**config.mk**
```make
export PLATFORM = sky130hd
export DESIGN_NAME = ex_muldiv_unit
export DESIGN_NICKNAME = d
export VERILOG_FILES = /design/src/rtl/cpu_pkg.sv /design/src/rtl/ex_muldiv_unit.sv
export SDC_FILE = /design/constraint.sdc
export NUM_CORES = 1
export LEC_CHECK = 0
export ABC_CLOCK_PERIOD_IN_PS = 4500
export CELL_PAD_IN_SITES_DETAIL_PLACEMENT = 1
export CELL_PAD_IN_SITES_GLOBAL_PLACEMENT = 2
export CORE_UTILIZATION = 32
export DETAILED_ROUTE_END_ITERATION = 16
export GPL_TIMING_DRIVEN = 0
export PLACE_DENSITY_LB_ADDON = 0.15
export SYNTH_ARGS = -nofsm -noshare
export SYNTH_HDL_FRONTEND = slang
export SYNTH_SLANG_ARGS = --single-unit
```
**constraint.sdc**
```tcl
create_clock -name clock -period 4.5 [get_ports clock]
set_input_delay 0.9 -clock clock [delete_from_list [all_inputs] [get_ports clock]]
set_output_delay 0.9 -clock clock [all_outputs]
set_load 0.01 [all_outputs]
```
**src/rtl/cpu_pkg.sv**
```systemverilog
// Shared CPU core types: RV32M funct3 encoding, mul/div FSM states and iteration count.
package cpu_pkg;

    localparam int unsigned MULDIV_ITER = 32;

    typedef enum logic [2:0] {
        OP_MUL    = 3'b000,
        OP_MULH   = 3'b001,
        OP_MULHSU = 3'b010,
        OP_MULHU  = 3'b011,
        OP_DIV    = 3'b100,
        OP_DIVU   = 3'b101,
        OP_REM    = 3'b110,
        OP_REMU   = 3'b111
    } muldiv_op_e;

    typedef enum logic [1:0] {
        IDLE = 2'b00,
        CALC = 2'b01,
        DONE = 2'b10
    } muldiv_state_e;

endpackage

```
**src/rtl/ex_muldiv_unit.sv**
```systemverilog
// Iterative RV32M multiply/divide unit in EX: radix-2 shift-add multiply and
// restoring divide on operand magnitudes, sign-corrected when the result is loaded.
module ex_muldiv_unit
    import cpu_pkg::*;
#(
    parameter int unsigned XLEN = 32,
    parameter int unsigned ITER = MULDIV_ITER
) (
    input  logic            clock,
    input  logic            reset,
    input  logic            start,
    input  logic [2:0]      funct3,
    input  logic [XLEN-1:0] rs1_val,
    input  logic [XLEN-1:0] rs2_val,
    input  logic            flush,
    output logic            stall,
    output logic            done,
    output logic [XLEN-1:0] result
);

    localparam int unsigned PW    = 2 * XLEN;
    localparam int unsigned CNT_W = $clog2(ITER);

    // Two's-complement negate when neg is set; 0x80000000 maps onto itself.
    function automatic logic [PW-1:0] sign_fix(input logic [PW-1:0] x, input logic neg);
        return neg ? (~x + PW'(1)) : x;
    endfunction

    muldiv_state_e    state_q, state_d;
    logic [CNT_W-1:0] count_q, count_d;
    logic [PW-1:0]    acc_q, acc_d;
    logic [PW-1:0]    mcand_q, mcand_d;
    logic [XLEN-1:0]  opb_q, opb_d;
    muldiv_op_e       op_q, op_d;
    logic             neg_q, neg_d;
    logic             done_q, done_d;
    logic [XLEN-1:0]  result_q, result_d;

    logic [2:0]       op_bits;
    logic             a_signed, b_signed;
    logic [XLEN-1:0]  a_mag, b_mag;
    logic             div_zero, div_ovf;

    logic [PW-1:0]    prod_step, div_step, acc_step, fixed;
    logic [XLEN:0]    rem_shift;
    logic             sub_ok;
    logic [XLEN-1:0]  rem_next, div_word, final_res;

    assign op_bits = 3'(op_q);

    // Operand decode for the instruction presented by ID/EX.
    always_comb begin
        a_signed = 1'b0;
        b_signed = 1'b0;
        case (funct3)
            3'(OP_MUL), 3'(OP_MULH), 3'(OP_DIV), 3'(OP_REM): begin
                a_signed = rs1_val[XLEN-1];
                b_signed = rs2_val[XLEN-1];
            end
            3'(OP_MULHSU): a_signed = rs1_val[XLEN-1];
            default: ;
        endcase
        a_mag    = a_signed ? (~rs1_val + XLEN'(1)) : rs1_val;
        b_mag    = b_signed ? (~rs2_val + XLEN'(1)) : rs2_val;
        div_zero = funct3[2] & (rs2_val == '0);
        div_ovf  = funct3[2] & ~funct3[0]
                 & (rs1_val == {1'b1, {(XLEN-1){1'b0}}}) & (rs2_val == '1);
    end

    // One iteration of the datapath plus the sign-corrected result it would produce.
    always_comb begin
        prod_step = acc_q + (opb_q[0] ? mcand_q : '0);
        rem_shift = {acc_q[PW-1:XLEN], acc_q[XLEN-1]};
        sub_ok    = rem_shift >= {1'b0, opb_q};
        rem_next  = sub_ok ? XLEN'(rem_shift - {1'b0, opb_q}) : XLEN'(rem_shift);
        div_step  = {rem_next, acc_q[XLEN-2:0], sub_ok};
        acc_step  = op_bits[2] ? div_step : prod_step;
        div_word  = op_bits[1] ? acc_step[PW-1:XLEN] : acc_step[XLEN-1:0];
        fixed     = sign_fix(op_bits[2] ? {{XLEN{1'b0}}, div_word} : acc_step, neg_q);
        final_res = (op_q == OP_MUL || op_bits[2]) ? fixed[XLEN-1:0] : fixed[PW-1:XLEN];
    end

    // Next-state and register update logic.
    always_comb begin
        state_d  = state_q;
        count_d  = count_q;
        acc_d    = acc_q;
        mcand_d  = mcand_q;
        opb_d    = opb_q;
        op_d     = op_q;
        neg_d    = neg_q;
        done_d   = 1'b0;
        result_d = result_q;

        case (state_q)
            IDLE: begin
                if (start) begin
                    op_d = muldiv_op_e'(funct3);
                    if (div_zero) begin
                        result_d = funct3[1] ? rs1_val : '1;
                        done_d   = 1'b1;
                        state_d  = DONE;
                    end else if (div_ovf) begin
                        result_d = funct3[1] ? '0 : {1'b1, {(XLEN-1){1'b0}}};
                        done_d   = 1'b1;
                        state_d  = DONE;
                    end else begin
                        count_d = '0;
                        opb_d   = b_mag;
                        state_d = CALC;
                        if (funct3[2]) begin
                            acc_d   = {{XLEN{1'b0}}, a_mag};
                            mcand_d = '0;
                            neg_d   = funct3[1] ? a_signed : (a_signed ^ b_signed);
                        end else begin
                            acc_d   = '0;
                            mcand_d = {{XLEN{1'b0}}, a_mag};
                            neg_d   = a_signed ^ b_signed;
                        end
                    end
                end
            end
            CALC: begin
                acc_d   = acc_step;
                count_d = count_q + CNT_W'(1);
                if (!op_bits[2]) begin
                    mcand_d = mcand_q << 1;
                    opb_d   = opb_q >> 1;
                end
                if (count_q == CNT_W'(ITER - 1)) begin
                    result_d = final_res;
                    done_d   = 1'b1;
                    state_d  = DONE;
                end
            end
            DONE: state_d = IDLE;
            default: state_d = IDLE;
        endcase

        // A killed instruction must leave no trace on the result path.
        if (flush) begin
            state_d  = IDLE;
            count_d  = '0;
            done_d   = 1'b0;
            result_d = result_q;
        end
    end

    always_ff @(posedge clock) begin
        if (reset) begin
            state_q  <= IDLE;
            count_q  <= '0;
            acc_q    <= '0;
            mcand_q  <= '0;
            opb_q    <= '0;
            op_q     <= OP_MUL;
            neg_q    <= 1'b0;
            done_q   <= 1'b0;
            result_q <= '0;
        end else begin
            state_q  <= state_d;
            count_q  <= count_d;
            acc_q    <= acc_d;
            mcand_q  <= mcand_d;
            opb_q    <= opb_d;
            op_q     <= op_d;
            neg_q    <= neg_d;
            done_q   <= done_d;
            result_q <= result_d;
        end
    end

    assign stall  = (state_q == CALC) | ((state_q == IDLE) & start & ~flush);
    assign done   = done_q;
    assign result = result_q;

endmodule

```
# After elaboration in Yosys (flattened, before gate mapping)
# Index checks and enable logic that the tools add are counted.
# Widths: inputs -> output; s select.
[totals] register_bits=204 out_inout_bits=34 elab_cells=110 input_bits=71
[classes] bitwise_logic=15 n_eq_ne=14 muxes=50 addsub=6 reduce_logical=15 magnitude_cmp=1
[ops] operator="$mux 64" n=11
[ops] operator="$mux 32" n=17
[ops] operator="$pmux 64 s2" n=2
[ops] operator="$pmux 32 s2" n=2
[ops] operator="$add 32x1->32 const B" n=2
[ops] operator="$add 64x1->64 const B" n=1
[ops] operator="$add 64x64->64" n=1
[ops] operator="$eq 32x32->1 const B" n=2
[ops] operator="$not 32->32" n=2
[ops] operator="$not 64->64" n=1
[ops] operator="$ge 33x32->1" n=1
[ops] operator="$logic_not 32->1" n=1
[ops] operator="$sub 32x32->32" n=1
[ops] operator="$mux 5" n=3
[ops] operator="$ne 2x2->1 const B" n=5
[ops] operator="$pmux 5 s2" n=1
[ops] operator="$reduce_and 5->1" n=2
[ops] operator="$mux 1" n=8
[ops] operator="$mux 2" n=4
[ops] operator="$reduce_and 4->1" n=2
[ops] operator="$and 1x1->1" n=6
[ops] operator="$eq 3x3->1 const B" n=2
[ops] operator="$logic_not 3->1" n=2
[ops] operator="$add 5x1->5 const B" n=1
[ops] operator="17 further kinds" n=21

# Depth between registers and ports, before layout
[depth] ltp_word=11 mapped_depth=21

# Worst setup path after synthesis
# Ideal clock, no wire load.
[synth_path] kind="flip-flop to flip-flop" from="register opb_q[0]" to="register result_q[26], in the netlist result[26]" setup_slack_ns=-0.058 t_required_ns=4.368 setup_time_ns=0.132 arrival_time_ns=4.426 n_path_buf=3 stages_incl_launch_ff=19 cell_sequence="dfxtp_1 -> clkbuf_1 -> clkbuf_1 -> and2_1 -> ha_1 -> buf_2 -> a21oi_1 -> o21ai_1 -> a221oi_2 -> a31oi_1 -> a21oi_1 -> mux2i_1 -> o2111ai_2 -> nor4_4 -> nand3_4 -> o41ai_2 -> xnor2_1 -> a221oi_2 -> nor3_1"
[synth_via] elab_chain_len=11 elab_cells_between_ends=14 classes_between="3 x add/sub; 1 x order compare; 9 x mux; 1 x bitwise"
[synth_rtl] element="start, declared" line_no="ex_muldiv_unit.sv:33" source="logic [XLEN-1:0] opb_q, opb_d;"
[synth_rtl] element="start signal, assigned" line_no="ex_muldiv_unit.sv:165" source="opb_q <= opb_d;"
[synth_rtl] element="$mux 64, or another cell as far along" line_no="ex_muldiv_unit.sv:72" source="prod_step = acc_q + (opb_q[0] ? mcand_q : '0);"
[synth_rtl] element="$add 64x64->64 or $mux 32 (tied branches)" line_no="ex_muldiv_unit.sv:72, ex_muldiv_unit.sv:75"
[synth_rtl] element="$mux 64 *" line_no="ex_muldiv_unit.sv:77" source="acc_step = op_bits[2] ? div_step : prod_step;"
[synth_rtl] element="$mux 32" line_no="ex_muldiv_unit.sv:78" source="div_word = op_bits[1] ? acc_step[PW-1:XLEN] : acc_step[XLEN-1:0];"
[synth_rtl] element="$mux 64 *" line_no="ex_muldiv_unit.sv:79" source="fixed = sign_fix(op_bits[2] ? {{XLEN{1'b0}}, div_word} : acc_step, neg_q);"
[synth_rtl] element="$not 64->64" line_no="ex_muldiv_unit.sv:26" source="return neg ? (~x + PW'(1)) : x;"
[synth_rtl] element="$add 64x1->64" line_no="ex_muldiv_unit.sv:26"
[synth_rtl] element="$mux 64 *" line_no="ex_muldiv_unit.sv:26"
[synth_rtl] element="$mux 32 *" line_no="ex_muldiv_unit.sv:80" source="final_res = (op_q == OP_MUL || op_bits[2]) ? fixed[XLEN-1:0] : fixed[PW-1:XLEN];"
[synth_rtl] element="$mux 32 *" line_no="ex_muldiv_unit.sv:130" source="if (count_q == CNT_W'(ITER - 1)) begin"
[synth_rtl] element="$pmux 32 s2 *" line_no="ex_muldiv_unit.sv:95" source="case (state_q)"
[synth_rtl] element="end signal, assigned" line_no="ex_muldiv_unit.sv:169" source="result_q <= result_d;"
[synth_rtl] element="end, declared" line_no="ex_muldiv_unit.sv:37" source="logic [XLEN-1:0] result_q, result_d;"
# Mark *: on every way between the ends. The rest lies on a longest branch, timed or not. The select of a mux whose other input is x is not followed.
# A chain may end at the register's enable or synchronous reset.

# Final worst setup path
[layout_path] from="register opb_q[0]" to="register result_q[18], in the netlist result[18]"
# Same word-level chain as after synthesis.

==> qor.txt <==
Status: complete, but fails checks
Failing checks: negative setup slack
Max Cap Viol: 0
Finished Layout Cells: 4360
Storage element area: 0.00419 mm²
Worst path cell trace: clkbuf_16 > and2_4 > ha_4 > inv_2 > fa_2 > nor2b_4 > o31a_1 > buf_6 > buf_6 > o31ai_4 > a21oi_4 > a21oi_2 > mux2i_2 > buf_4 > o211ai_1 > buf_4 > nor3_4 > nand4_4 > buf_12 > o41ai_4 > xnor2_2 > a221oi_2 > nor3_1
First-pass GRT wire length: 196000 µm
Crit Path Max Fanout: 5
Setup CP Type: flop to flop
Synth Register Bits: 204
Inst Count DP: 4089
Worst Setup SP: opb_q[0]$_SDFFE_PP0P_
Skew final: 31.3 ps
PD cells: 236 mW/mm²
Peak Freq: 0.197 GHz
Yosys cell types: 115
Post-DP HPWL: 110000 µm
Total Routing Usage GR: 0.397
End-of-flow core utilization: 0.462
Post-Syn Nets: 3296
Reg2Reg Depth: 23
Synth Cell Area: 0.0215 mm²
Multi-input logic area: 0.0195 mm²
Clk pin slew, worst setup/hold paths: 70 ps
Syn. warnings: 0
Worst-case clock buffer depth: 3
Worst Hold Class: flop to flop
# IOs: 105
Pin count of the biggest net entering global routing: 15
Top_reg_cell synth: dfxtp_1
Die area: 0.0683 mm²
Vias: 28100
Vias in the first global route: 27400
Post-synth EDFFs: 0
Peak supply drop: 278 µV
Row count: 94
CTS Buf Count: 29
Seq/Total Area, Yosys: 0.190
Num Clock Sinks: 204
Initial DRC Count: 2566
CTS Root Cell: clkbuf_16
Worst-Margin Slew: 1370 ps
Static Leak: 11.1 nW
Final instance area: 0.0305 mm²
Crit Reg-Reg Endpoint: result[18]$_SDFFE_PP0P_
Hold path depth: 2
# DRC: 0
WP data required: 4960 ps
Async SR Flop Fraction: 0
Routability cong.: 1.03
CP max stage delay: 400 ps
Core Footprint: 0.0661 mm²
Hold Vio Cnt, Final: 0
Initial Util: 0.326
Slowest stage cell, crit path: dfxtp_4
Port Buffers: 102
Layout area overhead: 41.8%
R2R Setup Slk: -570 ps
TritonCTS clock tree: done
Tot Pwr: 7.20 mW
Final setup fails: 37
Routed Antenna Nets: 0
Die Span Y: 261 µm
Synth Area per Inst: 6.89 µm²
Synth Instances: 3122
Pre-antenna DRT Iters: 6
FILL cells: 7974
Reg-to-reg startpoint: opb_q[0]$_SDFFE_PP0P_
Remaining Overflow, GRT: 0
Critical Path Start Type: flop
Slew margin rel.: 0.0777
Htree depth: 1
Die width: 261 µm
Min Clock Period, post-route: 5070 ps
Post-layout nets: 3642
RSZ-0062 raised after global routing: true
Post-placement cell area: 0.0236 mm²
Routed vias/inst: 6.43
Post-DR wirelength/cell: 32.5 µm
Final WL: 142000 µm
Initial antenna violation count: 7
Fin crit share: 1.13
Worst setup endpoint: result[18]$_SDFFE_PP0P_
CP Data Arrival Time: 5540 ps
Crit. End Element: flop
Worst-Skew Late Latency: 610 ps
Fin worst setup slack: -573 ps
Max Slew Vio Count: 0
Layout cell share with drive strength beyond 1: 0.275
-- Yosys cell counts, types with 10 or more instances --
library cell,count,area [µm²]
and3_1,18,113
nand3_1,82,410
or4_1,12,90.1
xnor2_1,85,744
nor3b_1,12,90.1
inv_1,73,274
a31oi_1,31,194
a22oi_1,11,82.6
and4_1,11,96.3
a21oi_1,317,1590
o211ai_1,71,533
o21a_1,32,240
ha_1,101,1260
or3_1,22,138
a211o_1,11,96.3
nor2b_1,17,106
and2_1,82,513
o22ai_1,11,68.8
o21ai_1,12,60.1
xor2_1,54,473
nand2_1,376,1410
a211oi_1,73,548
a21o_1,41,308
nor2_1,345,1290
clkbuf_1,164,616
mux2i_1,34,340
a221oi_1,32,280
buf_2,40,200
nand2b_1,17,106
nand4_1,66,413
nor4_1,27,169
o31ai_1,43,323
nor3_1,139,696
buf_1,28,105
a21boi_0,11,82.6
dfxtp_1,204,4080
o21ai_0,183,916
a221o_1,10,100
o21bai_1,11,82.6
-- critical path, delay by kind of cell, from the launching register on --
family / cells / cell delay (ps)
DFF: 1 / 400
AOI/OAI and AO/OA: 7 / 1800
and+or+nand+nor: 5 / 850
muxes: 1 / 210
buffers and inverters: 7 / 1130
adders and majority gates: 2 / 380
xor gates and xnor gates: 1 / 150
-- where the power goes --
group	switching, mW	internal (mW)	total (mW)
Sequential	0.106	1.87	1.98
Clock	1.02	1.37	2.39
Combinational	1.78	1.05	2.83
Total	2.91	4.30	7.20
-- final cells by class --
class,instances,area share
antenna,5,0.000410
buffer,209,0.0434
clock buffer,38,0.0262
clock inverter,16,0.00521
inverter,74,0.00935
multi-input combinational,2601,0.641
sequential,204,0.137
tap,864,0.0354
timing repair buffer,349,0.102
-- worst min-delay path by stage --
stage                        startpoint                        to  slack, ps
6_report       mcand_q[61]$_SDFFE_PP0P_  mcand_q[61]$_SDFFE_PP0P_        470
5_1_grt        mcand_q[55]$_SDFFE_PP0P_  mcand_q[55]$_SDFFE_PP0P_        480
4_1_cts        mcand_q[45]$_SDFFE_PP0P_  mcand_q[45]$_SDFFE_PP0P_        470
3_5_place_dp   mcand_q[32]$_SDFFE_PP0P_  mcand_q[32]$_SDFFE_PP0P_        460
3_3_place_gp   mcand_q[61]$_SDFFE_PP0P_  mcand_q[61]$_SDFFE_PP0P_        450
2_1_floorplan  mcand_q[63]$_SDFFE_PP0P_  mcand_q[63]$_SDFFE_PP0P_        430
-- sequential cells by signal (all words and copies together) (netlist names) --
register	cells
acc_q	64
mcand_q	64
opb_q	32
result	32
count_q	5
op_bits	3
state_q	2
done	1
neg_q	1
-- what timing repair did --
action / 4_1_cts / 5_1_grt
gates resized for setup: 694 / 241
hold buffers: 0 / 0
pin swaps: 142 / 117
setup endpoints to repair: 202 / 193
cloned: 3 / 3
setup buffers: 177 / 65
-- stage by stage --
stage | hold WS, ps | setup TNS (ps) | setup slack, ps
2_1_floorplan | 432 | 0 | 23.8
3_3_place_gp | 452 | -436960 | -3380
3_5_place_dp | 460 | -470110 | -3390
4_1_cts | 470 | -9090 | -471
5_1_grt | 484 | -15590 | -639
6_report | 468 | -13230 | -573
-- metal layers --
| metal | wire length, µm | global-route usage | vias to the layer above |
|---|---|---|---|
| met1 | 57400 | 0.492 | 14100 |
| li1 | - | - | 12200 |
| met4 | 9590 | 0.230 | 2 |
| met5 | 8 | 0 | - |
| met3 | 11400 | 0.0852 | 388 |
| met2 | 63500 | 0.634 | 1317 |
-- logic make-up after synthesis --
family                   share of synthesized area
XOR/XNOR                                    0.0566
buffers and inverters                       0.0603
flip-flops                                   0.190
AO/OA/AOI/OAI                                0.323
adder cells (fa/ha/maj)                     0.0606
multiplexers                                0.0185
AND/OR/NAND/NOR                              0.292
-- placed cells by master, fill, tap and decap left out, types with 29 or more instances in the layout --
cell             synthesis  final
o21a_1                  32     29
dfxtp_1                204    158
xor2_1                  54     44
nand4_1                 66     66
a21oi_2                  4     34
xnor2_1                 85     61
nor2_1                 345    324
clkbuf_1               164     98
a21o_1                  41     37
nand3_1                 82     79
inv_1                   73     63
buf_6                    5     60
a211oi_1                73     54
clkdlybuf4s50_1          0    102
buf_4                    5    213
and2_1                  82     55
o21ai_0                183    144
a21oi_1                317    265
clkbuf_16                0     36
o211ai_1                71     71
ha_4                     0     37
ha_1                   101     50
nand2_1                376    360
nor3_1                 139    117
(Power assumes the default switching activity.)
